$ cat config.mk
export PLATFORM = sky130hd
export DESIGN_NAME = instr_fetch_ctrl
export DESIGN_NICKNAME = d
export VERILOG_FILES = /design/src/rtl/instr_fetch_ctrl.sv
export SDC_FILE = /design/constraint.sdc
export NUM_CORES = 1
export LEC_CHECK = 0
export BUFFER_PORTS_ARGS = -buffer_cell sky130_fd_sc_hd__buf_2
export CORE_MARGIN = 2
export CORE_UTILIZATION = 51
export CTS_BUF_LIST = sky130_fd_sc_hd__clkbuf_16
export CTS_CLUSTER_DIAMETER = 80
export DETAILED_ROUTE_END_ITERATION = 12
export PLACE_DENSITY = 0.81
export REMOVE_ABC_BUFFERS = 1
export SLEW_MARGIN = 15
export SYNTH_ARGS = -nofsm -noshare
export SYNTH_HDL_FRONTEND = slang
export SYNTH_SLANG_ARGS = --single-unit
$ cat constraint.sdc
create_clock -name clk -period 4.1 [get_ports clk]
set_clock_uncertainty 0.2 [all_clocks]
set_input_delay 0.41 -clock clk [delete_from_list [all_inputs] [get_ports clk]]
set_output_delay 0.41 -clock clk [all_outputs]
set_load 0.02 [all_outputs]
$ cat src/rtl/instr_fetch_ctrl.sv
// Instruction fetch controller: drives a combinational instruction memory
// from a PC register and queues {instruction, pc} pairs in a small FIFO
// for decode. Supports redirect (flush + PC reload) and level halt.
module instr_fetch_ctrl #(
   parameter int unsigned     XLEN      = 32,
   parameter logic [XLEN-1:0] RESET_PC  = '0,
   parameter int unsigned     BUF_DEPTH = 2
) (
   input  logic            clk,
   input  logic            rst_n,
   output logic [XLEN-1:0] imem_addr,
   input  logic [XLEN-1:0] imem_instr,
   output logic            out_valid,
   input  logic            out_ready,
   output logic [XLEN-1:0] out_instr,
   output logic [XLEN-1:0] out_pc,
   input  logic            redirect_valid,
   input  logic [XLEN-1:0] redirect_pc,
   input  logic            halt_req,
   output logic            halted
);

   localparam int unsigned PW = $clog2(BUF_DEPTH);
   localparam int unsigned CW = $clog2(BUF_DEPTH + 1);

   typedef enum logic [1:0] {BOOT, FETCH, HALT} state_t;

   state_t          state, state_nxt;
   logic [XLEN-1:0] pc;
   logic [XLEN-1:0] instr_mem [BUF_DEPTH];
   logic [XLEN-1:0] pc_mem    [BUF_DEPTH];
   logic [PW-1:0]   rd_ptr, wr_ptr;
   logic [CW-1:0]   count;
   logic            full, empty, push, pop;

   assign full  = (count == CW'(BUF_DEPTH));
   assign empty = (count == '0);
   assign pop   = !empty && out_ready;
   assign push  = (state == FETCH) && !redirect_valid && (!full || pop);

   assign imem_addr = pc;
   assign out_valid = !empty;
   assign out_instr = instr_mem[rd_ptr];
   assign out_pc    = pc_mem[rd_ptr];
   assign halted    = (state == HALT);

   // Next-state logic; redirect overrides a pending halt request
   always_comb begin
      state_nxt = state;
      unique case (state)
         BOOT:  state_nxt = FETCH;
         FETCH: if (halt_req && !redirect_valid) state_nxt = HALT;
         HALT:  if (!halt_req || redirect_valid) state_nxt = FETCH;
         default: state_nxt = BOOT;
      endcase
   end

   // State register
   always_ff @(posedge clk or negedge rst_n) begin
      if (!rst_n) state <= BOOT;
      else        state <= state_nxt;
   end

   // Fetch PC: word-aligned redirect target wins over sequential advance
   always_ff @(posedge clk or negedge rst_n) begin
      if (!rst_n)              pc <= RESET_PC;
      else if (redirect_valid) pc <= redirect_pc & ~XLEN'(3);
      else if (push)           pc <= pc + XLEN'(4);
   end

   // Fetch buffer storage; written only on push
   always_ff @(posedge clk or negedge rst_n) begin
      if (!rst_n) begin
         for (int unsigned i = 0; i < BUF_DEPTH; i++) begin
            instr_mem[i] <= '0;
            pc_mem[i]    <= '0;
         end
      end else if (push) begin
         instr_mem[wr_ptr] <= imem_instr;
         pc_mem[wr_ptr]    <= pc;
      end
   end

   // Buffer pointers and occupancy; redirect empties the buffer
   always_ff @(posedge clk or negedge rst_n) begin
      if (!rst_n) begin
         rd_ptr <= '0;
         wr_ptr <= '0;
         count  <= '0;
      end else if (redirect_valid) begin
         rd_ptr <= '0;
         wr_ptr <= '0;
         count  <= '0;
      end else begin
         if (pop)  rd_ptr <= rd_ptr + PW'(1);
         if (push) wr_ptr <= wr_ptr + PW'(1);
         if (push && !pop)      count <= count + CW'(1);
         else if (pop && !push) count <= count - CW'(1);
      end
   end

endmodule

After elaboration in Yosys (flattened, before gate mapping)
Index checks and enable logic that the tools add are counted.
{"block": "totals", "memories": 0, "regBits": 166, "rom_bits": 0, "inputBits": 69, "wordCells": 67, "out_inout_bits": 98, "latchBits": 0, "ram_bits": 0}
{"block": "op_classes", "div": 0, "n_reduce_logical": 21, "n_addsub": 5, "magnitude_cmp": 3, "bitwise_logic": 2, "n_mul": 0, "n_mux": 22, "shift": 0, "eq_ne": 5}
{"operator": "$mux 32", "n": 9}
{"operator": "$bwmux 64", "n": 2}
{"operator": "$add 32x3->32 const B", "n": 1}
{"operator": "$demux 32 s1", "n": 1}
{"operator": "$mux 2", "n": 5}
{"operator": "$logic_and 1x1->1", "n": 7}
{"operator": "$logic_not 1->1", "n": 6}
{"operator": "$pmux 2 s3", "n": 1}
{"operator": "$eq 2x2->1 const B", "n": 2}
{"operator": "$ge 2x2->1 const B", "n": 2}
{"operator": "$logic_not 2->1", "n": 2}
{"operator": "$mux 1", "n": 4}
{"operator": "$ne 2x1->1 const B", "n": 2}
{"operator": "$not 1->2", "n": 2}
{"operator": "$reduce_bool 2->1", "n": 2}
{"operator": "$reduce_bool 3->1", "n": 1}
{"operator": "$add 1x1->1 const B", "n": 2}
{"operator": "$add 2x1->2 const B", "n": 1}
{"operator": "$eq 2x1->1 const B", "n": 1}
{"operator": "$logic_or 1x1->1", "n": 2}
{"operator": "$lt 2x1->1 const B", "n": 1}
{"operator": "$reduce_and 2->1", "n": 1}
{"operator": "$sub 2x1->2 const B", "n": 1}

Logic depth before layout (Yosys ltp)
{"block": "logic_depth", "word_depth": 10, "ltp_mapped": 7, "ltp_nobuf": 5}

Worst setup path after synthesis
Ideal clock, no wire load.
{"block": "synth_path", "path_type": "register -> register", "start": "register pc[2], in the netlist imem_addr[2]", "end": "register pc[22], in the netlist imem_addr[22]", "path_buffers": 0, "setup_time_ns": 0.082, "required_ns": 3.818, "stages_incl_launch_ff": 6, "slack_ns": 2.075, "synth_period_minus_slack_ns": 2.025, "t_arrival_ns": 1.743, "path_cell_list": "dfrtp_1 -> ha_1 -> and3_1 -> nand4_1 -> or4_1 -> a31oi_1"}
{"block": "synth_via", "elab_chain_len": 3}
{"item": "from (decl)", "line_no": "29", "source": "logic [XLEN-1:0] pc;"}
{"item": "from (signal assigned)", "line_no": "67", "source": "else if (redirect_valid) pc <= redirect_pc & ~XLEN'(3);"}
{"item": "from (signal assigned)", "line_no": "68", "source": "else if (push) pc <= pc + XLEN'(4);"}
{"item": "$add 32x3->32", "line_no": "68"}
{"item": "$mux 32", "line_no": "68"}
{"item": "$mux 32", "line_no": "67"}
Every way passes these cells. The select of a mux whose other input is x is not followed.
A chain may end at the register's enable or synchronous reset.

Final worst setup path
{"block": "layout_path", "start": "register rd_ptr", "end": "output port out_pc[27]"}
{"block": "layout_via", "elab_chain_len": 4}
{"item": "from (decl)", "line_no": "32", "source": "logic [PW-1:0] rd_ptr, wr_ptr;"}
{"item": "from (signal assigned)", "line_no": "95", "source": "if (pop) rd_ptr <= rd_ptr + PW'(1);"}
{"item": "$not 1->2 (not written as such)", "line_no": "44", "source": "assign out_pc = pc_mem[rd_ptr];"}
{"item": "$mux 32 (not written as such) (3 in a row)", "line_no": "44"}
{"item": "to (decl)", "line_no": "16", "source": "output logic [XLEN-1:0] out_pc,"}
Every way passes these cells. The select of a mux whose other input is x is not followed.

==> results.md <==
* Via count at 5239
* Number of buffers between clock root and the deepest sink at 2
* Sw power at approximately 1.9 mW
* Area fraction of the dominant cell type after synthesis at a little over half
* Placer Congestion at roughly 0.8
* Vias in the first global route at ~5400
* Final Total Pwr at 5.990 mW
* Type of element capturing the critical path: output pin
* Path depth of the worst reg2reg path at 5
* Area growth from synthesis to final layout at 19.82%
* First-pass GRT wire length at roughly 27000 µm
* Standby leakage power at 3.937 nW
* Critical path's top delay family: flip-flops
* Fraction of power spent switching nets at roughly a third
* Post-detailed-routing wire length at roughly 17000 µm
* Initial Utilization at a little over half
* Final clock period utilization by the worst path at 73.94%
* Clock buffer count from CTS at 17
* Critical Path Source Type: flip-flop
* Status: finished, final reports clean
* Clock latency on the worst-skew pair at roughly 420 ps
* CTS tree: yes
* Kind of critical path: reg -> out
* Worst Hold Depth at 3
* Reg-to-reg critical path startpoint: state[0]
* Setup total negative slack at 0 ps
* Sequential fraction of design power at 41.8%
* Ordered list of cells on the worst path: buf_4, mux2_2, buf_2
* Relative contribution of the clock network to total power at 26.5%
* Number of synthesized flops with an enable pin at 0
* Critical Path Max Stage Delay at 890 ps
* Worst hold path endpoint: imem_addr[23]
* Synthesis-stage register bit count at 160
* Number of iterations in the first detailed-routing pass at 6
* FFs w/ async S/R, synth at between 90% and 100%
* Largest cells by area after synthesis: sky130_fd_sc_hd__dfrtp_1, sky130_fd_sc_hd__mux2_2, sky130_fd_sc_hd__buf_6
* Post-DR vias/cell at around 5.6
* Number of warnings printed during yosys synthesis at 0
* Most frequent cell after synthesis: sky130_fd_sc_hd__mux2_2
* Num ports at about 170
* Fmax at roughly 330 MHz
* HP Class: in -> reg
* Hold violation total from the final report at 0
* Post-route minimum period at about 3000 ps
* Worst Path Buf+Inv at 2
* Post-synthesis area per instance at between 10 and 15 µm²
* Maximum number of pins on one net before global-route repair at roughly 120
* Die boundary width at roughly 130 µm
* Die area at 0.01577 mm²
* Gr usage total at between 20% and 30%
* Std-Cell Core Area at around 0.014 mm²
* Number of endpoints failing setup at the final stage at 0
* Mapped Area at between 0.007 and 0.008 mm²
* H-Tree Level Count at 4
* Most frequently used flop master after synthesis: sky130_fd_sc_hd__dfrtp_1
* Initial antenna violation count at 1
* Critical Path Stages at 3
* Sink count of the clock tree at 160
* Core Util, Final at 62.38%
* DRC violation count after routing at 0
* R2R Path End: instr_mem[13]
* Rows at between 40 and 50
* Data required time of the critical path at ~3500 ps
* Number of maximum-capacitance violations at 0
* # nets final at around 800
* Worst setup slack after placement at 1283 ps
* Number of post-CTS setup repair buffers at 0
* Post-DP HPWL at ~11000 µm
* Number of nets still failing antenna checks after routing at 0
* Worst Hold Launch: redirect_pc[23]
* Per-cell routed wire length at 18.02 µm
* Arrival time at the worst endpoint at 2420 ps
* Final setup slack of the worst path at 1069 ps
* Non-Filler Instances at slightly above 900
* Worst supply voltage drop on vdd at 0.3021 mV
* Remaining max-slew budget at the tightest pin at 34.83%
* Biggest area consumer among synthesized cells: sky130_fd_sc_hd__dfrtp_1
* Buffer type at the clock tree root: sky130_fd_sc_hd__clkbuf_16
* Violation count after the first detailed-routing iteration at 215
* Global route overflow at 0
* Setup repair after global routing missed its margin: false
* Cell at the slowest stage of the critical path: sky130_fd_sc_hd__dfrtp_2
* Cell-internal power at 4.110 mW
* Power density over cell area at 663.2 mW/mm²
* Share of synthesized area occupied by flip-flops and latches at roughly 53%
* Critical path peak fanout at 31
* Quantity of I/O buffers inserted on ports at between 150 and 200
* Worst-path clk slew at 60 ps
* Number of pins exceeding their max-slew limit in the final report at 0
* Transition time of the tightest slew-check pin at approximately 1000 ps
* Layout cells sized above 1 at between 50% and 60%
* Diode insertion count for antenna repair at 0
* Placed insts at between 800 and 900
* Count of unique library cells instantiated by Yosys at 42
* Cells after synthesis at about 580
* Top cells by count, synth: sky130_fd_sc_hd__mux2_2, sky130_fd_sc_hd__dfrtp_1, sky130_fd_sc_hd__nand2_1, sky130_fd_sc_hd__nor2_1
* Reg-to-reg slack, setup at around 1300 ps
* Part of the total power dissipated in combinational logic at 31.7%
* Vertical die dimension at 125.6 µm
## logic make-up after synthesis
group / synth area share [%]
other: 0.04974
DFF: 53.11
and+or+nand+nor: 8.714
AOI/OAI and AO/OA: 4.465
xor gates and xnor gates: 1.162
buffers and inverters: 4.000
adders and majority gates: 0.2987
muxes: 28.20
## routing by layer
metal	wire, µm	part of all wire [%]	track usage (%)	vias to the layer above
met4	216	1.3	6.928	0
met1	7278	44	28.78	2660
li1	-	-	-	2407
met3	965	5.8	5.948	19
met2	8263	49	34.98	153
met5	0	0	0	-
## registers in the layout (all words and copies together) (netlist names)
register   flops
count          2
imem_addr     30
instr_mem     64
pc_mem        60
rd_ptr         1
state          2
wr_ptr         1
## worst min-delay path, delay by kind of cell
kind,cells,cell delay [ps]
AND/OR/NAND/NOR,2,110
buffers and inverters,1,90
## final cells by class
type,count,area [µm²]
clock buffer,17,425.4
clock inverter,12,152.6
fill,1152,5446
inverter,6,22.52
multi-input combinational,375,3254
sequential,160,4005
tap,184,230.2
timing repair buffer,174,942.2
## cell usage in the layout (no fill, tap or decap), types with 7 or more instances in the layout
cell	count
sky130_fd_sc_hd__o21ai_0	10
sky130_fd_sc_hd__buf_4	7
sky130_fd_sc_hd__mux2_2	187
sky130_fd_sc_hd__nand4_1	9
sky130_fd_sc_hd__and3_1	7
sky130_fd_sc_hd__dfrtp_1	159
sky130_fd_sc_hd__nor2_1	22
sky130_fd_sc_hd__nand2_1	28
sky130_fd_sc_hd__inv_1	8
sky130_fd_sc_hd__buf_2	159
sky130_fd_sc_hd__clkbuf_16	17
sky130_fd_sc_hd__a31oi_1	17
sky130_fd_sc_hd__or4_1	17
sky130_fd_sc_hd__o31ai_1	15
sky130_fd_sc_hd__nand3_1	12
## power by group through the flow
stage	combinational (mW)	clock [mW]	sequential (mW)
final	1.90	1.59	2.50
after global routing	2.05	1.69	2.58
after CTS	1.93	1.62	2.50
after detailed placement	1.92	0	2.53
after global placement	1.85	0	2.46
after floorplan	1.36	0	2.45
## worst max-delay path by stage
| stage | start | end | slack, ps |
|---|---|---|---|
| final | rd_ptr | out_pc[27] | 1070 |
| after global routing | rd_ptr | out_pc[23] | 950 |
| after CTS | rd_ptr | out_pc[5] | 1030 |
| after detailed placement | state[0] | instr_mem[17] | 1280 |
| after global placement | state[0] | instr_mem[31] | 1410 |
| after floorplan | redirect_valid | instr_mem[32] | 480 |
## through the flow
| stage | area [µm²] | hold WS [ps] |
|---|---|---|
| after floorplan | 7271 | -85.59 |
| after global placement | 8392 | 283.2 |
| after detailed placement | 8392 | 290.1 |
| after CTS | 9020 | 0.2761 |
| after global routing | 9032 | 5.664 |
| final | 9032 | 23.23 |
## timing repair
item	CTS	global route
endpoints found under the hold margin	5	8
hold buffers	5	1
gates resized for setup	0	0
(Power assumes the default switching activity.)
